[config.mk]
export PLATFORM = sky130hd
export DESIGN_NAME = piso_bit_serializer_flat
export DESIGN_NICKNAME = d
export VERILOG_FILES = /design/src/rtl/piso_bit_serializer_if.sv /design/src/rtl/piso_bit_serializer.sv /design/src/flat_wrapper.sv
export SDC_FILE = /design/constraint.sdc
export NUM_CORES = 1
export LEC_CHECK = 0
export CORE_ASPECT_RATIO = 1.4
export CORE_UTILIZATION = 34
export CTS_CLUSTER_SIZE = 30
export DETAILED_ROUTE_END_ITERATION = 7
export PLACE_DENSITY_LB_ADDON = 0.15
export SLEW_MARGIN = 20
export SYNTH_ARGS = -nofsm -noshare
export SYNTH_HDL_FRONTEND = slang
export SYNTH_SLANG_ARGS = --single-unit
[constraint.sdc]
create_clock -name clk -period 3.75 [get_ports clk]
set_clock_uncertainty 0.2 [all_clocks]
set_input_delay 0.375 -clock clk [delete_from_list [all_inputs] [get_ports clk]]
set_output_delay 0.375 -clock clk [all_outputs]
set_load 0.1 [all_outputs]
[src/rtl/piso_bit_serializer_if.sv]
// Load handshake and serial output bundle for piso_bit_serializer.
// The producer drives the master side; the serializer is the slave.
interface piso_bit_serializer_if #(
  parameter int WIDTH = 8
);
  logic [WIDTH-1:0] data_in;
  logic             load_valid;
  logic             load_ready;
  logic             ser_out;
  logic             ser_valid;
  logic             busy;
  logic             word_done;

  modport master (
    output data_in,
    output load_valid,
    input  load_ready,
    input  ser_out,
    input  ser_valid,
    input  busy,
    input  word_done
  );

  modport slave (
    input  data_in,
    input  load_valid,
    output load_ready,
    output ser_out,
    output ser_valid,
    output busy,
    output word_done
  );
endinterface

[src/rtl/piso_bit_serializer.sv]
// Parallel-in/serial-out stage feeding the serial sequence detector.
// Emits one bit per clock; back-to-back words follow with no gap.
module piso_bit_serializer #(
  parameter int WIDTH     = 8,
  parameter bit MSB_FIRST = 1'b1,
  parameter bit IDLE_BIT  = 1'b0
) (
  input  logic                  clk,
  input  logic                  rst,
  piso_bit_serializer_if.slave  bus
);

  localparam int CW = $clog2(WIDTH);
  localparam logic [CW-1:0] LAST = CW'(WIDTH - 1);
  localparam logic [CW-1:0] PRE  = CW'(WIDTH - 2);

  typedef enum logic {
    IDLE  = 1'b0,
    SHIFT = 1'b1
  } state_t;

  state_t           state, state_d;
  logic [CW-1:0]    cnt, cnt_d;
  logic [WIDTH-1:0] sreg, sreg_d;
  logic             out_q, out_d;
  logic             vld_q, vld_d;
  logic             done_q, done_d;
  logic             accept;
  logic             first;
  logic             nxt;
  logic [WIDTH-1:0] shifted;

  assign bus.load_ready = !rst &&
    (state == IDLE || cnt == LAST);
  assign accept = bus.load_valid && bus.load_ready;

  // sreg holds the word aligned so the bit now on ser_out is its head
  assign first   = MSB_FIRST ? bus.data_in[WIDTH-1]
                             : bus.data_in[0];
  assign nxt     = MSB_FIRST ? sreg[WIDTH-2] : sreg[1];
  assign shifted = MSB_FIRST ? {sreg[WIDTH-2:0], 1'b0}
                             : {1'b0, sreg[WIDTH-1:1]};

  always_comb begin
    state_d = state;
    cnt_d   = cnt;
    sreg_d  = sreg;
    out_d   = out_q;
    vld_d   = vld_q;
    done_d  = 1'b0;
    if (accept) begin
      state_d = SHIFT;
      cnt_d   = '0;
      sreg_d  = bus.data_in;
      out_d   = first;
      vld_d   = 1'b1;
    end else begin
      unique case (state)
        IDLE: ;
        SHIFT: begin
          if (cnt == LAST) begin
            state_d = IDLE;
            cnt_d   = '0;
            out_d   = IDLE_BIT;
            vld_d   = 1'b0;
          end else begin
            cnt_d  = cnt + 1'b1;
            sreg_d = shifted;
            out_d  = nxt;
            done_d = (cnt == PRE);
          end
        end
        default: ;
      endcase
    end
  end

  always_ff @(posedge clk) begin
    if (rst) begin
      state  <= IDLE;
      cnt    <= '0;
      sreg   <= '0;
      out_q  <= IDLE_BIT;
      vld_q  <= 1'b0;
      done_q <= 1'b0;
    end else begin
      state  <= state_d;
      cnt    <= cnt_d;
      sreg   <= sreg_d;
      out_q  <= out_d;
      vld_q  <= vld_d;
      done_q <= done_d;
    end
  end

  assign bus.ser_out   = out_q;
  assign bus.ser_valid = vld_q;
  assign bus.busy      = vld_q;
  assign bus.word_done = done_q;

endmodule

[src/flat_wrapper.sv]
// flat-port wrapper written by rule: the top's interface ports become plain ports
module piso_bit_serializer_flat 
#(
  parameter int WIDTH     = 8,
  parameter bit MSB_FIRST = 1'b1,
  parameter bit IDLE_BIT  = 1'b0
)
  (clk, rst, bus_data_in, bus_load_valid, bus_load_ready, bus_ser_out, bus_ser_valid, bus_busy, bus_word_done);
  piso_bit_serializer_if #(.WIDTH(WIDTH)) bus_i ();
  input  logic clk;
  input  logic rst;
  input wire logic [$bits(bus_i.data_in)-1:0] bus_data_in;
  input wire logic [$bits(bus_i.load_valid)-1:0] bus_load_valid;
  output wire logic [$bits(bus_i.load_ready)-1:0] bus_load_ready;
  output wire logic [$bits(bus_i.ser_out)-1:0] bus_ser_out;
  output wire logic [$bits(bus_i.ser_valid)-1:0] bus_ser_valid;
  output wire logic [$bits(bus_i.busy)-1:0] bus_busy;
  output wire logic [$bits(bus_i.word_done)-1:0] bus_word_done;
  assign bus_i.data_in = bus_data_in;
  assign bus_i.load_valid = bus_load_valid;
  assign bus_load_ready = bus_i.load_ready;
  assign bus_ser_out = bus_i.ser_out;
  assign bus_ser_valid = bus_i.ser_valid;
  assign bus_busy = bus_i.busy;
  assign bus_word_done = bus_i.word_done;
  piso_bit_serializer #(.WIDTH(WIDTH), .MSB_FIRST(MSB_FIRST), .IDLE_BIT(IDLE_BIT)) u_core (.clk(clk), .rst(rst), .bus(bus_i));
endmodule
==> impl_metrics.tcl <==
set metrics [dict create \
    worst_ep_arrival_time_ns 1.80 \
    crit_path_top_delay_cell "clkdlybuf4s50_1" \
    hold_viol 0 \
    die_w_um 39.0 \
    synth_top_area_share_pct 43.0 \
    vdd_drop_max_uv 167 \
    fin_tns_setup_ns 0 \
    cpPeakStageDelay_ns 1.15 \
    globalRouteTotalUtil_pct 13.2 \
    overflow 0 \
    synth_nets 81 \
    syn_inst 67 \
    report.power.total_mw 0.341 \
    whs_endpoint "u_core.bus.ser_out$_SDFFE_PP0P_" \
    crit_family "buffers and inverters" \
    ctsLongestPathBuffers 2 \
    cts_buffers 3 \
    cts.root.buffer_cell "clkbuf_4" \
    synth_compound_area_share_pct 12.5 \
    io_pins 16 \
    yosysTopAreaCell "dfxtp_1" \
    ant_nets 0 \
    hold_path_depth 2 \
    yosys_warnings 0 \
    setup-violations-final 0 \
    place_congestion 0.701 \
    dr.pass1.iters 2 \
    clk_pin_slew_ns 0.09 \
    cts_sinks 14 \
    final_nets 96 \
    power_density_mw_per_mm2 418 \
    outcome "finished, final reports clean" \
    min_from "u_core.bus.ser_out$_SDFFE_PP0P_" \
    cts_hold_buffers 0 \
    vias_per_cell 5.05 \
    max_freq_mhz 422 \
    fin_crit_ns 2.37 \
    leakagePower_nw 0.333 \
    rr_worst_depth 5 \
    endpoint_kind "output port" \
    rows 18 \
    startpoint_type "flip-flop" \
    slew_headroom_pct 35.4 \
    htreeDepth 1 \
    ys_top_cells_by_area "dfxtp_1, mux2i_1, nor2_1" \
    synthAdderAreaFrac_pct 5.76 \
    hp-class "flip-flop to flip-flop" \
    rsz0062_at_grt "no" \
    final_cell_mix "nor2_1, clkdlybuf4s50_1, dfxtp_1" \
    tightest_slew_ns 0.966 \
    path_buf_inv 1 \
    start_util_pct 36.6 \
    synth_ff_type "dfxtp_1" \
    layout-drive-gt1-share_pct 9.88 \
    diodes 0 \
    r2r_end "u_core.bus.ser_out$_SDFFE_PP0P_" \
    yosys.area_share.simple_pct 18.4 \
    dieHeight_um 53.8 \
    cp.required_ns 3.17 \
    core_mm2 0.00178 \
    synth_top_family_by_area "simple AND/OR/NAND/NOR gates" \
    synth_area_um2 652 \
    dp_hpwl_um 798 \
    maxCapViolCount 0 \
    drc 0 \
    drtIter0Drc 2 \
    dr_total_vias 510 \
    final_max_slew_viol_count 0 \
    yosysSeqAreaShare_pct 43.0 \
    tritoncts "done" \
    async_flop_share_pct 0 \
    rrSetupSlack_ns 2.14 \
    cts_resized 0 \
    path_class "flip-flop to output port" \
    cts_setup_buffers 0 \
    detail_route.wl_per_cell_um 11.3 \
    io_buffer_count 15 \
    area_delta_synth_final_pct 25.1 \
    totalWireLength_mm 1.15 \
    dieArea_mm2 0.00210 \
    synthMuxAreaShare_pct 12.3 \
    synth_cell_type_count 20 \
    clk_latency_ns 0.27 \
    antenna_found_initial 0 \
    synthXorXnorAreaFrac_pct 0 \
    ys_ff_latch 14 \
    synth_edf_count 0 \
    period_share_pct 63.2 \
    synth_area_per_cell_um2 9.73 \
    crit_fanout 4 \
    grt_pass1_vias 494 \
    grt_max_degree 16 \
    grt_pass1_wl_mm 1.94 \
    rr_startpoint "u_core.cnt[0]$_SDFFE_PP0P_" \
    crit_chain "clkdlybuf4s50_1" \
]
[how the worst max path moves through the flow]
stage	startpoint	end	slack, ns	depth (start not counted)
finish	u_core.bus.busy$_SDFFE_PP0P_	bus_ser_valid	1.38	1
global route	u_core.bus.busy$_SDFFE_PP0P_	bus_busy	1.30	1
CTS	u_core.bus.busy$_SDFFE_PP0P_	bus_ser_valid	1.36	1
detailed placement	rst	bus_load_ready	1.60	3
global placement	rst	bus_load_ready	1.62	3
floorplan	u_core.cnt[0]$_SDFFE_PP0P_	bus_load_ready	1.00	4
[sequential cells by signal, summed over array words and instances, names as in the netlist]
name                  count
u_core.bus.busy           1
u_core.sreg               7
u_core.bus.ser_out        1
u_core.state              1
u_core.bus.word_done      1
u_core.cnt                3
[per-layer routing]
| layer | GRT usage (%) | part of all wire, % | vias up |
|---|---|---|---|
| met2 | 23.1 | 47 | 13 |
| li1 | - | - | 262 |
| met5 | 0 | 0 | - |
| met4 | 6.90 | 1.1 | 0 |
| met3 | 2.48 | 4.7 | 2 |
| met1 | 14.7 | 47 | 233 |
[final cells by class]
class | instances | area, um^2
clock buffer | 4 | 36.3
inverter | 2 | 7.51
multi-input combinational | 46 | 319
sequential | 14 | 280
timing repair buffer | 15 | 148
tap | 20 | 25.0
fill | 183 | 963
[metrics by stage]
step,std cells,cell area (um^2),setup WS (ns),utilization (%),hold slack (ns)
6_report,101,816,1.38,45.9,0.268
5_1_grt,101,816,1.30,45.9,0.301
4_1_cts,101,816,1.36,45.9,0.271
3_5_place_dp,97,779,1.60,43.8,0.257
3_3_place_gp,97,779,1.62,43.8,0.251
2_1_floorplan,67,652,1.00,-,0.227
[where the power goes]
group | internal, mW | total, mW | switching (mW)
clock network | 0.0590 | 0.107 | 0.0485
logic | 0.0265 | 0.0684 | 0.0419
registers | 0.158 | 0.165 | 0.00698
total | 0.244 | 0.341 | 0.0974
[cell usage after synthesis, types with 2 or more instances]
| cell type | n |
|---|---|
| nor2_1 | 14 |
| a211oi_1 | 6 |
| nand2_1 | 3 |
| a31oi_1 | 2 |
| inv_1 | 2 |
| dfxtp_1 | 14 |
| mux2i_1 | 8 |
| buf_6 | 3 |
| ha_1 | 3 |
| nor3_1 | 2 |
[kinds of logic after synthesis]
family          Yosys count
mux                       8
flops                    14
compound gates           11
fa+ha+maj                 3
buf+inv                   7
simple gates             24
No activity file was read; power rests on OpenSTA's default activity.
==> RTL edit, RTL diff (same flow settings) <==
`IDLE_BIT` is set to 1'b0 in 2 places; all go to 1'b1.
--- a/src/rtl/piso_bit_serializer.sv
+++ b/src/rtl/piso_bit_serializer.sv
@@ -3,7 +3,7 @@
 module piso_bit_serializer #(
   parameter int WIDTH     = 8,
   parameter bit MSB_FIRST = 1'b1,
-  parameter bit IDLE_BIT  = 1'b0
+  parameter bit IDLE_BIT  = 1'b1
 ) (
   input  logic                  clk,
   input  logic                  rst,
--- a/src/flat_wrapper.sv
+++ b/src/flat_wrapper.sv
@@ -3,7 +3,7 @@
 #(
   parameter int WIDTH     = 8,
   parameter bit MSB_FIRST = 1'b1,
-  parameter bit IDLE_BIT  = 1'b0
+  parameter bit IDLE_BIT  = 1'b1
 )
   (clk, rst, bus_data_in, bus_load_valid, bus_load_ready, bus_ser_out, bus_ser_valid, bus_busy, bus_word_done);
   piso_bit_serializer_if #(.WIDTH(WIDTH)) bus_i ();
Check against the original RTL: not equivalent (a bounded check fails within 4 cycles, from zero or initial values and one cycle with rst high).
==> RTL edit against the unedited design <==
- synthesized cell count up 1.5%
- sequential cell count unchanged
- cell count down 0.99%
- area after synthesis up 2.1%
- first-iteration DRC count down 50%
- cell area down 2.5%
- setup slack better by 0.0094 ns
- power down 6.7%
- wire length up 3.1%
- critical path type unchanged
==> RTL edit: results (changes against the unedited design) <==
average wire per cell in the routed design=11.8 µm (was 11.3 µm); area after detailed placement=773 µm² (was 779 µm²); number of detailed-route iterations in the first pass=3 (was 2); Setup WS pre-CTS=1.57 ns (was 1.60 ns); H-tree depth=1 (unchanged); global-route wire length before repair=2.04 mm (was 1.94 mm); clk_lat worst skew=0.27 ns (about the same); crit path capture=bus_busy (was bus_ser_valid); Sequential Power Share=52.0% (was 48.4%); length of routed met3 wiring=45 µm (was 54 µm); launch point of the worst path=u_core.bus.busy$_SDFFE_PP0P_ (unchanged); non-filler cells in the finished layout=100 (was 101); total nets after synthesis=82 (was 81); hold slack=0.255 ns (was 0.268 ns); Sw Share=30.0% (was 28.6%); global routing usage summed across all routing layers=14.0% (was 13.2%); number of nets in the layout=96 (unchanged); total length of routed met2 wires=587 µm (was 540 µm); number of cells on the worst hold path=2 (unchanged); power of the clock network=0.0813 mW (was 0.107 mW); origin of the worst min-delay path=u_core.cnt[2]$_SDFFE_PP0P_ (was u_core.bus.ser_out$_SDFFE_PP0P_); Routed met1 length=535 µm (was 538 µm); number of global-route vias before repair=480 (was 494); total power per unit cell area=400 nW/µm² (was 418 nW/µm²); status=finished clean (unchanged); post-layout min period=2.36 ns (was 2.37 ns); commonest register cell after synthesis=dfxtp_1 (unchanged); Largest delay share family, worst path=buffers and inverters (unchanged); last weighted congestion value of the routability-driven placer=0.665 (was 0.701); worst supply voltage drop on vdd=0.000160 V (was 0.000167 V); worst min-delay path class=register to register (unchanged); drt first-iter violations=1 (was 2); largest cells by area after synthesis=dfxtp_1 42%, mux2i_1 12%, nor2_1 7.9%, a211oi_1 6.8%, ha_1 5.6% (was dfxtp_1 43%, mux2i_1 12%, nor2_1 8.1%, a211oi_1 6.9%, ha_1 5.8%); Clock Tree Buf Depth=2 (unchanged); fraction of layout cells with a size suffix above 1=6.25% (was 9.88%); largest registers in the final layout=u_core.sreg x7, u_core.cnt x3 (unchanged); detailed placement HPWL=827 µm (was 798 µm); Relative slew margins=35.8% (was 35.4%); Post-CTS Setup Inserts=0 (unchanged); Syn Inst Count=68 (was 67); critical register-to-register path startpoint=u_core.cnt[0]$_SDFFE_PP0P_ (unchanged); reg-to-reg slack, setup=2.20 ns (was 2.14 ns); DR vias/cell=5.09 (was 5.05); largest incremental delay on the critical path=1.14 ns; Layout fillers=198 (was 183); Synth top cells by count=14 x dfxtp_1, 14 x nor2_1, 8 x mux2i_1, 6 x a211oi_1 (unchanged); count of unique library cells instantiated by Yosys=22 (was 20); endpoint of the worst register-to-register path=u_core.bus.ser_out$_SDFFE_PP1P_ (was u_core.bus.ser_out$_SDFFE_PP0P_); sequential area share after synthesis=42.1% (was 43.0%); top routing layer in use=met4 (unchanged); sink of the worst hold path=u_core.bus.word_done$_SDFF_PP0_ (was u_core.bus.ser_out$_SDFFE_PP0P_); LEAKAGE=0.322 nW (was 0.333 nW)
## RTL edit: cell types whose count changed after synthesis
cell	change
o22ai_1	+1
and3b_2	-1
o21ai_0	+1
and2b_2	-1
nand2_1	-1
nor2b_1	+1
a31oi_1	-1
a21oi_1	+1
buf_12	+1
## RTL edit: layout make-up
type	count	area (µm²)	area share [%]
clock buffer	3	22.5	2.83
inverter	2	7.51	0.943
sequential	14	280	35.2
timing repair buffer	15	148	18.6
tap	20	25.0	3.14
multi-input combinational	46	313	39.3
## RTL edit: logic make-up after synthesis
kind of cell | Yosys count | synth area share [%]
compound gates | 13 | 13.7
flops | 14 | 42.1
fa+ha+maj | 3 | 5.64
mux | 8 | 12.0
simple gates | 22 | 15.6
buf+inv | 8 | 10.9
## RTL edit: metal layers
metal	vias to the layer above	global-route usage [%]
met5	-	0
met2	11	21.9
met4	0	10.3
met3	2	2.44
met1	235	16.8
li1	261	-
